`src/rtl/mips_mem_pkg.sv`:
```
// -----------------------------------------------------------------------------
// mips_mem_pkg
// Shared definitions for the MIPS32 MEM-stage data memory access unit:
//   - access size encodings (SZ_BYTE, SZ_HALF, SZ_WORD; 2'b11 behaves as word)
//   - FSM state encoding for mem_access_unit
//   - default attached RAM depth in 32-bit words
// -----------------------------------------------------------------------------
package mips_mem_pkg;

    localparam int MEM_WORDS_DEFAULT = 32;

    localparam logic [1:0] SZ_BYTE = 2'b00;
    localparam logic [1:0] SZ_HALF = 2'b01;
    localparam logic [1:0] SZ_WORD = 2'b10;

    typedef enum logic [2:0] {
        IDLE,
        RD_SETUP,
        RD_STROBE,
        RD_CAPTURE,
        WR_SETUP,
        WR_STROBE,
        RESP
    } state_t;

    // Anything that is not a byte or half access is handled as a full word.
    function automatic logic is_word(input logic [1:0] size);
        return (size != SZ_BYTE) && (size != SZ_HALF);
    endfunction

endpackage

```
`src/rtl/mem_lane_align.sv`:
```
// -----------------------------------------------------------------------------
// mem_lane_align
// Purely combinational little-endian lane logic.
// Ports:
//   rd_word      in  32  word read from the data RAM
//   offset       in   2  byte offset (addr[1:0]); half uses offset[1] only
//   size         in   2  access size (SZ_BYTE / SZ_HALF / word)
//   is_unsigned  in   1  zero-extend loaded lane when 1
//   wdata        in  32  store data, right-justified
//   load_data    out 32  extracted and extended load result
//   merged_word  out 32  rd_word with the selected lane replaced by wdata
// -----------------------------------------------------------------------------
module mem_lane_align
    import mips_mem_pkg::*;
(
    input  logic [31:0] rd_word,
    input  logic [1:0]  offset,
    input  logic [1:0]  size,
    input  logic        is_unsigned,
    input  logic [31:0] wdata,
    output logic [31:0] load_data,
    output logic [31:0] merged_word
);

    logic [7:0]  byte_val;
    logic [15:0] half_val;

    always_comb begin
        // NOTE: every output and temporary gets a default first, so no path
        // through the case leaves a value unassigned and no latch is inferred.
        byte_val    = rd_word[{offset, 3'b000} +: 8];
        half_val    = offset[1] ? rd_word[31:16] : rd_word[15:0];
        load_data   = rd_word;
        merged_word = wdata;
        case (size)
            SZ_BYTE: begin
                load_data   = is_unsigned ? {24'h0, byte_val}
                                          : {{24{byte_val[7]}}, byte_val};
                merged_word = rd_word;
                merged_word[{offset, 3'b000} +: 8] = wdata[7:0];
            end
            SZ_HALF: begin
                load_data   = is_unsigned ? {16'h0, half_val}
                                          : {{16{half_val[15]}}, half_val};
                merged_word = rd_word;
                if (offset[1]) merged_word[31:16] = wdata[15:0];
                else           merged_word[15:0]  = wdata[15:0];
            end
            default: ;
        endcase
    end

endmodule

```
`src/rtl/mem_access_unit.sv`:
```
// -----------------------------------------------------------------------------
// mem_access_unit
// MEM-stage initiator for the MIPS32 word-addressed data RAM. Accepts one
// load/store at a time and sequences the RAM strobes so that address and data
// are stable a full cycle before each single-cycle strobe, strobes never
// overlap and never occur in consecutive cycles. Sub-word stores are done as
// read-modify-write.
// Optional build macro: MEM_MISALIGN_TRAP_EN -- when defined, misaligned
// half/word requests skip the RAM and respond next cycle with misalign_err;
// when undefined, the offending low address bits are ignored.
// Ports:
//   clk, rst_n                       clock, async active-low reset
//   req_valid/req_ready              request handshake (ready only in IDLE)
//   req_write/req_size/req_unsigned  store flag, access size, zero-extend flag
//   req_addr/req_wdata               byte address, right-justified store data
//   resp_valid/resp_rdata            completion pulse, extended load data
//   misalign_err                     misaligned-access flag with resp_valid
//   mem_address/mem_data_in          RAM word index and write data
//   mem_write_enable/mem_read_enable RAM strobes
//   mem_data_out                     RAM read data
// -----------------------------------------------------------------------------
module mem_access_unit
    import mips_mem_pkg::*;
#(
    parameter int MEM_WORDS = MEM_WORDS_DEFAULT
) (
    input  logic        clk,
    input  logic        rst_n,
    input  logic        req_valid,
    output logic        req_ready,
    input  logic        req_write,
    input  logic [1:0]  req_size,
    input  logic        req_unsigned,
    input  logic [31:0] req_addr,
    input  logic [31:0] req_wdata,
    output logic        resp_valid,
    output logic [31:0] resp_rdata,
    output logic        misalign_err,
    output logic [31:0] mem_address,
    output logic [31:0] mem_data_in,
    output logic        mem_write_enable,
    output logic        mem_read_enable,
    input  logic [31:0] mem_data_out
);

    localparam int IDX_W = (MEM_WORDS > 1) ? $clog2(MEM_WORDS) : 1;

    state_t      state;
    logic        write_q;
    logic        unsigned_q;
    logic [1:0]  size_q;
    logic [1:0]  offset_q;
    logic [15:0] wdata_q;      // only the sub-word lanes are needed for merge
    logic [31:0] load_data;
    logic [31:0] merged_word;
    logic        trap_hit;

    assign req_ready = (state == IDLE);

    // Addresses beyond the RAM silently wrap: upper index bits are dropped.
    if (IDX_W < 30) begin : g_addr_hi
        logic unused_addr_hi;
        assign unused_addr_hi = ^req_addr[31:IDX_W+2];
    end

`ifdef MEM_MISALIGN_TRAP_EN
    assign trap_hit = ((req_size == SZ_HALF) && req_addr[0]) ||
                      (is_word(req_size) && (req_addr[1:0] != 2'b00));

    // Set only for the single RESP cycle of a trapped request.
    always_ff @(posedge clk or negedge rst_n) begin
        if (!rst_n) misalign_err <= 1'b0;
        else        misalign_err <= req_valid && (state == IDLE) && trap_hit;
    end
`else
    assign trap_hit     = 1'b0;
    assign misalign_err = 1'b0;
`endif

    mem_lane_align u_lane (
        .rd_word     (mem_data_out),
        .offset      (offset_q),
        .size        (size_q),
        .is_unsigned (unsigned_q),
        .wdata       ({16'h0, wdata_q}),
        .load_data   (load_data),
        .merged_word (merged_word)
    );

    always_ff @(posedge clk or negedge rst_n) begin
        if (!rst_n) begin
            state            <= IDLE;
            write_q          <= 1'b0;
            unsigned_q       <= 1'b0;
            size_q           <= SZ_BYTE;
            offset_q         <= 2'b00;
            wdata_q          <= 16'h0;
            resp_valid       <= 1'b0;
            resp_rdata       <= 32'h0;
            mem_address      <= 32'h0;
            mem_data_in      <= 32'h0;
            mem_write_enable <= 1'b0;
            mem_read_enable  <= 1'b0;
        end else begin
            // NOTE: non-blocking assignments throughout, so every register
            // updates from pre-edge values regardless of statement order.
            // Pulses default low; each state raises at most one of them.
            resp_valid       <= 1'b0;
            mem_write_enable <= 1'b0;
            mem_read_enable  <= 1'b0;
            case (state)
                IDLE: begin
                    if (req_valid) begin
                        write_q     <= req_write;
                        unsigned_q  <= req_unsigned;
                        size_q      <= req_size;
                        offset_q    <= req_addr[1:0];
                        wdata_q     <= req_wdata[15:0];
                        mem_address <= {{(32-IDX_W){1'b0}}, req_addr[IDX_W+1:2]};
                        if (trap_hit) begin
                            resp_rdata <= 32'h0;
                            resp_valid <= 1'b1;
                            state      <= RESP;
                        end else if (req_write && is_word(req_size)) begin
                            mem_data_in <= req_wdata;
                            state       <= WR_SETUP;
                        end else begin
                            state <= RD_SETUP;
                        end
                    end
                end
                RD_SETUP: begin
                    mem_read_enable <= 1'b1;
                    state           <= RD_STROBE;
                end
                RD_STROBE: state <= RD_CAPTURE;
                RD_CAPTURE: begin
                    // RAM data is valid this cycle; either finish the load or
                    // stage the merged word for the write half of the RMW.
                    if (write_q) begin
                        mem_data_in <= merged_word;
                        state       <= WR_SETUP;
                    end else begin
                        resp_rdata <= load_data;
                        resp_valid <= 1'b1;
                        state      <= RESP;
                    end
                end
                WR_SETUP: begin
                    mem_write_enable <= 1'b1;
                    state            <= WR_STROBE;
                end
                WR_STROBE: begin
                    resp_rdata <= 32'h0;
                    resp_valid <= 1'b1;
                    state      <= RESP;
                end
                RESP:    state <= IDLE;
                default: state <= IDLE;
            endcase
        end
    end

endmodule

```
`config.mk`:
```
export PLATFORM = sky130hd
export DESIGN_NAME = mem_access_unit
export DESIGN_NICKNAME = d
export VERILOG_FILES = /design/src/rtl/mips_mem_pkg.sv /design/src/rtl/mem_lane_align.sv /design/src/rtl/mem_access_unit.sv
export SDC_FILE = /design/constraint.sdc
export NUM_CORES = 1
export LEC_CHECK = 0
export CORE_ASPECT_RATIO = 1.5
export CORE_MARGIN = 10
export CORE_UTILIZATION = 48
export DETAILED_ROUTE_END_ITERATION = 8
export GPL_TIMING_DRIVEN = 0
export PLACE_DENSITY = 0.88
export SKIP_CTS_REPAIR_TIMING = 1
export SYNTH_ARGS = -nofsm -noshare
export SYNTH_HDL_FRONTEND = slang
export SYNTH_SLANG_ARGS = --single-unit
```
`constraint.sdc`:
```
create_clock -name clk -period 5.17 [get_ports clk]
set_clock_uncertainty 0.1 [all_clocks]
set_input_delay 1.034 -clock clk [delete_from_list [all_inputs] [get_ports clk]]
set_output_delay 1.034 -clock clk [all_outputs]
set_load 0.02 [all_outputs]
```
# --- Word level (Yosys, flattened, before mapping) ---
# Cells that the tools add are included.
totals:
  register_bits: 97
  out_inout_bits: 101
  word_cells: 59
op_classes:
  addsub: 1
  eq_ne: 11
  shifts: 3
  muxes: 22
  reduce_logical: 10
ops:
  columns: ["operator", "n"]
  rows:
  - ["32-bit one-hot mux with 2 select lines", 4]
  - ["32-bit two-way mux", 6]
  - ["16-bit two-way mux", 3]
  - ["32-bit bitwise mux", 1]
  - ["8-bit by 7-bit variable shift with 32-bit output, first input constant", 1]
  - ["32-bit by 6-bit variable part select with 8-bit output", 1]
  - ["8-bit by 7-bit variable part select with 32-bit output", 1]
  - ["3-bit one-hot mux with 6 select lines", 1]
  - ["5-bit negator with 7-bit output", 1]
  - ["3-bit by 2-bit equality test with 1-bit output, second input constant", 2]
  - ["3-bit equality test, second input constant", 2]
  - ["3-bit two-way mux", 2]
  - ["2-bit != test, second input constant", 3]
  - ["2-bit nonzero test", 3]
  - ["2-bit by 1-bit != test with 1-bit output, second input constant", 2]
  - ["2-bit AND reduction", 2]
  - ["4-bit AND reduction", 1]
  - ["3-bit by 1-bit equality test with 1-bit output, second input constant", 1]
  - ["3-bit logical NOT", 1]
  - ["1-bit two-way mux", 3]
  - ["2-bit by 1-bit equality test with 1-bit output, second input constant", 1]
  - ["1-bit logical AND", 2]
  - ["2-bit logical NOT", 1]
  - ["2-bit two-way mux", 1]
  - ["1-bit one-hot mux with 2 select lines", 1]

# --- Depth between registers and ports, before layout ---
logic_depth:
  ltp_word: 6
  depth_mapped: 11
  mapped_depth_nobuf: 6

# --- By module ---
# A second synthesis with hierarchy kept.
unflattened:
  cells_unflattened: 580
  hier_area_um2: 6251.0
modules_own_cells:
  columns: ["module", "instances", "cells_per_inst", "area_each_um2", "seq_area_each_um2"]
  rows:
  - ["mem_access_unit", 1, 299, 4448.0, 2427.3]
  - ["mem_lane_align", 1, 281, 1803.0, 0.0]

# --- Worst setup path before layout ---
# No wires, ideal clock.
synth_timing:
  path_type: "reg2reg"
  from: "reg offset_q[1]"
  to: "reg mem_data_in[16]"
  t_arrival_ps: 2397
  required_ps: 4941
  setup_slack_ps: 2544
  stages_incl_launch_ff: 11
  path_cell_list: "dfrtp_1 buf_4 clkbuf_1 buf_2 inv_1 ha_1 nor2b_1 buf_1 a41o_1 a221oi_1 o31ai_1"
synth_via:
  elab_chain_cells: 6
synth_lines:
  columns: ["item", "line", "source"]
  rows:
  - ["start: declaration", "mem_access_unit.sv:52", "logic [1:0] offset_q;"]
  - ["start signal: assignment", "mem_access_unit.sv:117", "offset_q <= req_addr[1:0];"]
  - ["5-bit negator with 7-bit output", "mem_lane_align.sv:40", "merged_word[{offset, 3'b000} +: 8] = wdata[7:0];"]
  - ["8-bit by 7-bit variable part select with 32-bit output / 8-bit by 7-bit variable shift with 32-bit output (equally long branches)", "mem_lane_align.sv:40", null]
  - ["32-bit bitwise mux", "mem_lane_align.sv:40", null]
  - ["32-bit one-hot mux with 2 select lines *", "mem_lane_align.sv:35", "case (size)"]
  - ["32-bit two-way mux *", "mem_access_unit.sv:140", "if (write_q) begin"]
  - ["32-bit one-hot mux with 2 select lines *", "mem_access_unit.sv:111", "case (state)"]
  - ["end signal: assignment", "mem_access_unit.sv:125", "mem_data_in <= req_wdata;"]
  - ["end signal: assignment", "mem_access_unit.sv:141", "mem_data_in <= merged_word;"]
  - ["end: declaration", "mem_access_unit.sv:40", "output logic [31:0] mem_data_in,"]
# Every way passes the cells marked *; elsewhere a longest branch is shown, timed or not. The select of a mux whose other input is x is not followed.
# A chain may end at the register's enable or synchronous reset.

# --- Final worst setup path ---
# Ends and elaborated chain as after synthesis.

==> impl_results.md <==
* Fraction of layout cells with a size suffix above 1 at 0.137
* DR iter-0 viols at 490
* Clk buf depth at 2
* Clk network pwr share at 0.148
* Total wire length at 21.0 mm
* Drt pass-1 iters at 5
* Synth top area cells: dfrtp_1 45%, mux2_2 6.4%, o21ai_0 4.8%, o31ai_1 4.7%, buf_4 4.0%
* Routability Congestion at 0.932
* Slew @ Worst Pin at 1.09 ns
* Buffers on Ports at 150
* Die X at 107 um
* Crit path launch type: flip-flop
* Vias at 5398
* Most used DFF post-synth: dfrtp_1
* H-tree levels at 3
* Post-Layout Cell Count at 894
* Critical Path Fanout Max at 10
* Drc violations at 0
* Initial Util at 0.492
* Std-Cell Rows at 47
* Sw Ratio at 0.447
* Worst-Skew Late Latency at 0.35 ns
* Dpl hpwl at 16.7 mm
* Warnings, synthesis at 0
* VDD IR max at 0.000340 V
* Tcrit/Tclk final at 0.694
* Worst-path clk slew at 0.07 ns
* Post-synth ARST share at 1.00
* CP Class: reg -> reg
* Slew Limit Fails at 0
* Core Area at 0.0111 sq mm
* Total GRT Usage at 0.257
* Commonest non-fill, non-tap cell in the layout: clkdlybuf4s50_1
* Hold Vio Cnt, Final at 0
* Count of final setup violators at 0
* Gate power share at 0.563
* Unrepaired setup endpoints after global routing: no
* Synth area leader: dfrtp_1
* Data required, critical path at 5.32 ns
* Initial antenna violation count at 0
* # fillers at 860
* Slew HR at 0.272
* Routed length per instance at 23.5 um
* Syn avg cell area at 9.84 sq um
* Die Ht at 150 um
* Mapped Cells at 553
* P_sw at 2.08 mW
* Largest net degree at the start of global routing at 61
* Worst hold path class: reg -> reg
* Outcome: completed
* TritonCTS clock tree: done
* Vias in the first global route at 5570
* Register area share after synthesis at 0.446
* Most frequent cells in the layout: 149 x clkdlybuf4s50_1, 97 x dfrtp_1, 52 x o21ai_0, 47 x nor2_1, 38 x nand2_1
* DIE AREA at 0.0161 sq mm
* Sequential fraction of design power at 0.289
* Synthesis-stage register bit count at 97
* Fmax at 0.279 GHz
* Gr ovfl total at 0
* Pwr/cell area at 615 mW/mm^2
* Yosys top cell area share at 0.446
* Pleak at 3.22 nW
* I/O Pins at 204
* Clock sink count at 97
* Post-synth EDFFs at 0
* Internal Power at 2.57 mW
* CTS Buf Count at 9
* Clock root buffer: clkbuf_16
* Post-synth design cell area at 0.00544 sq mm
* Netlist cell types at 51
* Max-cap violations at 0
* Layout area overhead at 38.9%
* Minimum clock period at 3.59 ns
* Setup crit end kind: flip-flop
* ANT nets after route at 0
* Layout Utilization at 0.683
* Global-route wire length before repair at 32.0 mm
* ANT cells at 0
* Final #Nets at 850
* Dpl cells at 878
* Worst Path Arrival at 3.74 ns
* Vias/cell at 6.04
## sequential cells by signal (all words and copies together), names as in the netlist
register          count
resp_rdata           32
mem_write_enable      1
mem_read_enable       1
mem_data_in          32
size_q                2
offset_q              2
unsigned_q            1
mem_address           5
write_q               1
state                 3
resp_valid            1
wdata_q              16
## final cells by class
class	instances	area [sq um]	area share
flip-flops and latches	97	2430	0.321
clock buffers	11	243	0.0321
inverters	12	45.0	0.00596
plain buffers	75	425	0.0563
multi-input cells	396	2640	0.350
clock inverters	5	62.6	0.00828
well taps	147	184	0.0243
repair buffers	151	1530	0.202
## per-stage QoR
step	TNS [ns]	worst slack [ns]	hold WS (ns)	power [mW]	area [sq um]
after floorplan	0	2.54	0.399	2.85	5540
after global placement	-35.18	-0.374	0.367	3.88	7230
after detailed placement	0	1.69	0.370	3.94	7250
after CTS	0	1.70	0.384	4.64	7560
after global routing	0	1.47	0.420	4.91	7560
final	0	1.58	0.379	4.65	7560
## cell usage after synthesis, types with 2 or more instances
master    count
buf_4        29
o31ai_1      34
nor3_2        2
nor4_1        4
o221ai_1      5
nand2_1      38
a41o_1        8
buf_2        10
buf_6         3
or2_2         2
and3b_1       2
mux2_2       31
o21ai_0      52
ha_1          5
o22ai_1       8
nor2b_1       5
a22o_1        6
nor2_1       47
a21oi_1      15
o22a_1        4
a21o_1        8
dfrtp_1      97
clkbuf_1     29
a221oi_1     24
o21ai_1       3
nor3_1        2
a211oi_1     11
nand2b_1      9
a22oi_1      17
inv_1        11
nor4b_1       6
buf_1         4
mux4_2        4
## routing by layer
layer / share of wire / GRT usage
met1: 0.36 / 0.287
met2: 0.50 / 0.441
met3: 0.081 / 0.0578
met4: 0.059 / 0.145
met5: 0 / 0
## logic make-up after synthesis
kind of cell,after synthesis,share of synthesized area
AND/OR/NAND/NOR,127,0.117
AO/OA/AOI/OAI,200,0.255
multiplexers,36,0.0826
buffers and inverters,87,0.0865
adder cells (fa/ha/maj),5,0.0115
flip-flops,97,0.446
other,1,0.000689
## power groups by stage
stage               combinational (mW)  clock (mW)  sequential (mW)
global placement                  2.54           0             1.34
finish                            2.62       0.689             1.34
floorplan                         1.29           0             1.57
detailed placement                2.59           0             1.35
global route                      2.81       0.718             1.38
CTS                               2.61       0.693             1.34
## worst max-delay path, stage by stage, from the launching register on
cell,delay (ns)
dfrtp_1,0.38
buf_4,0.18
clkbuf_1,0.42
buf_2,0.33
inv_1,0.15
ha_1,0.35
nor2b_1,0.13
buf_1,0.40
a41o_1,0.49
a221oi_1,0.22
o31ai_1,0.32
## final timing paths
path                                    start  slack, ns  cells after the start               to
worst max-delay path              offset_q[1]       1.58                     10  mem_data_in[16]
worst min register to register  resp_rdata[8]       0.38                      2    resp_rdata[8]
worst max register to register    offset_q[1]       1.58                     10  mem_data_in[16]
min in group asynchronous               rst_n       0.55                      1   mem_address[2]
max in group asynchronous               rst_n       3.75                      2   resp_rdata[12]
worst min-delay path            resp_rdata[8]       0.38                      2    resp_rdata[8]
(Power assumes the default switching activity.)
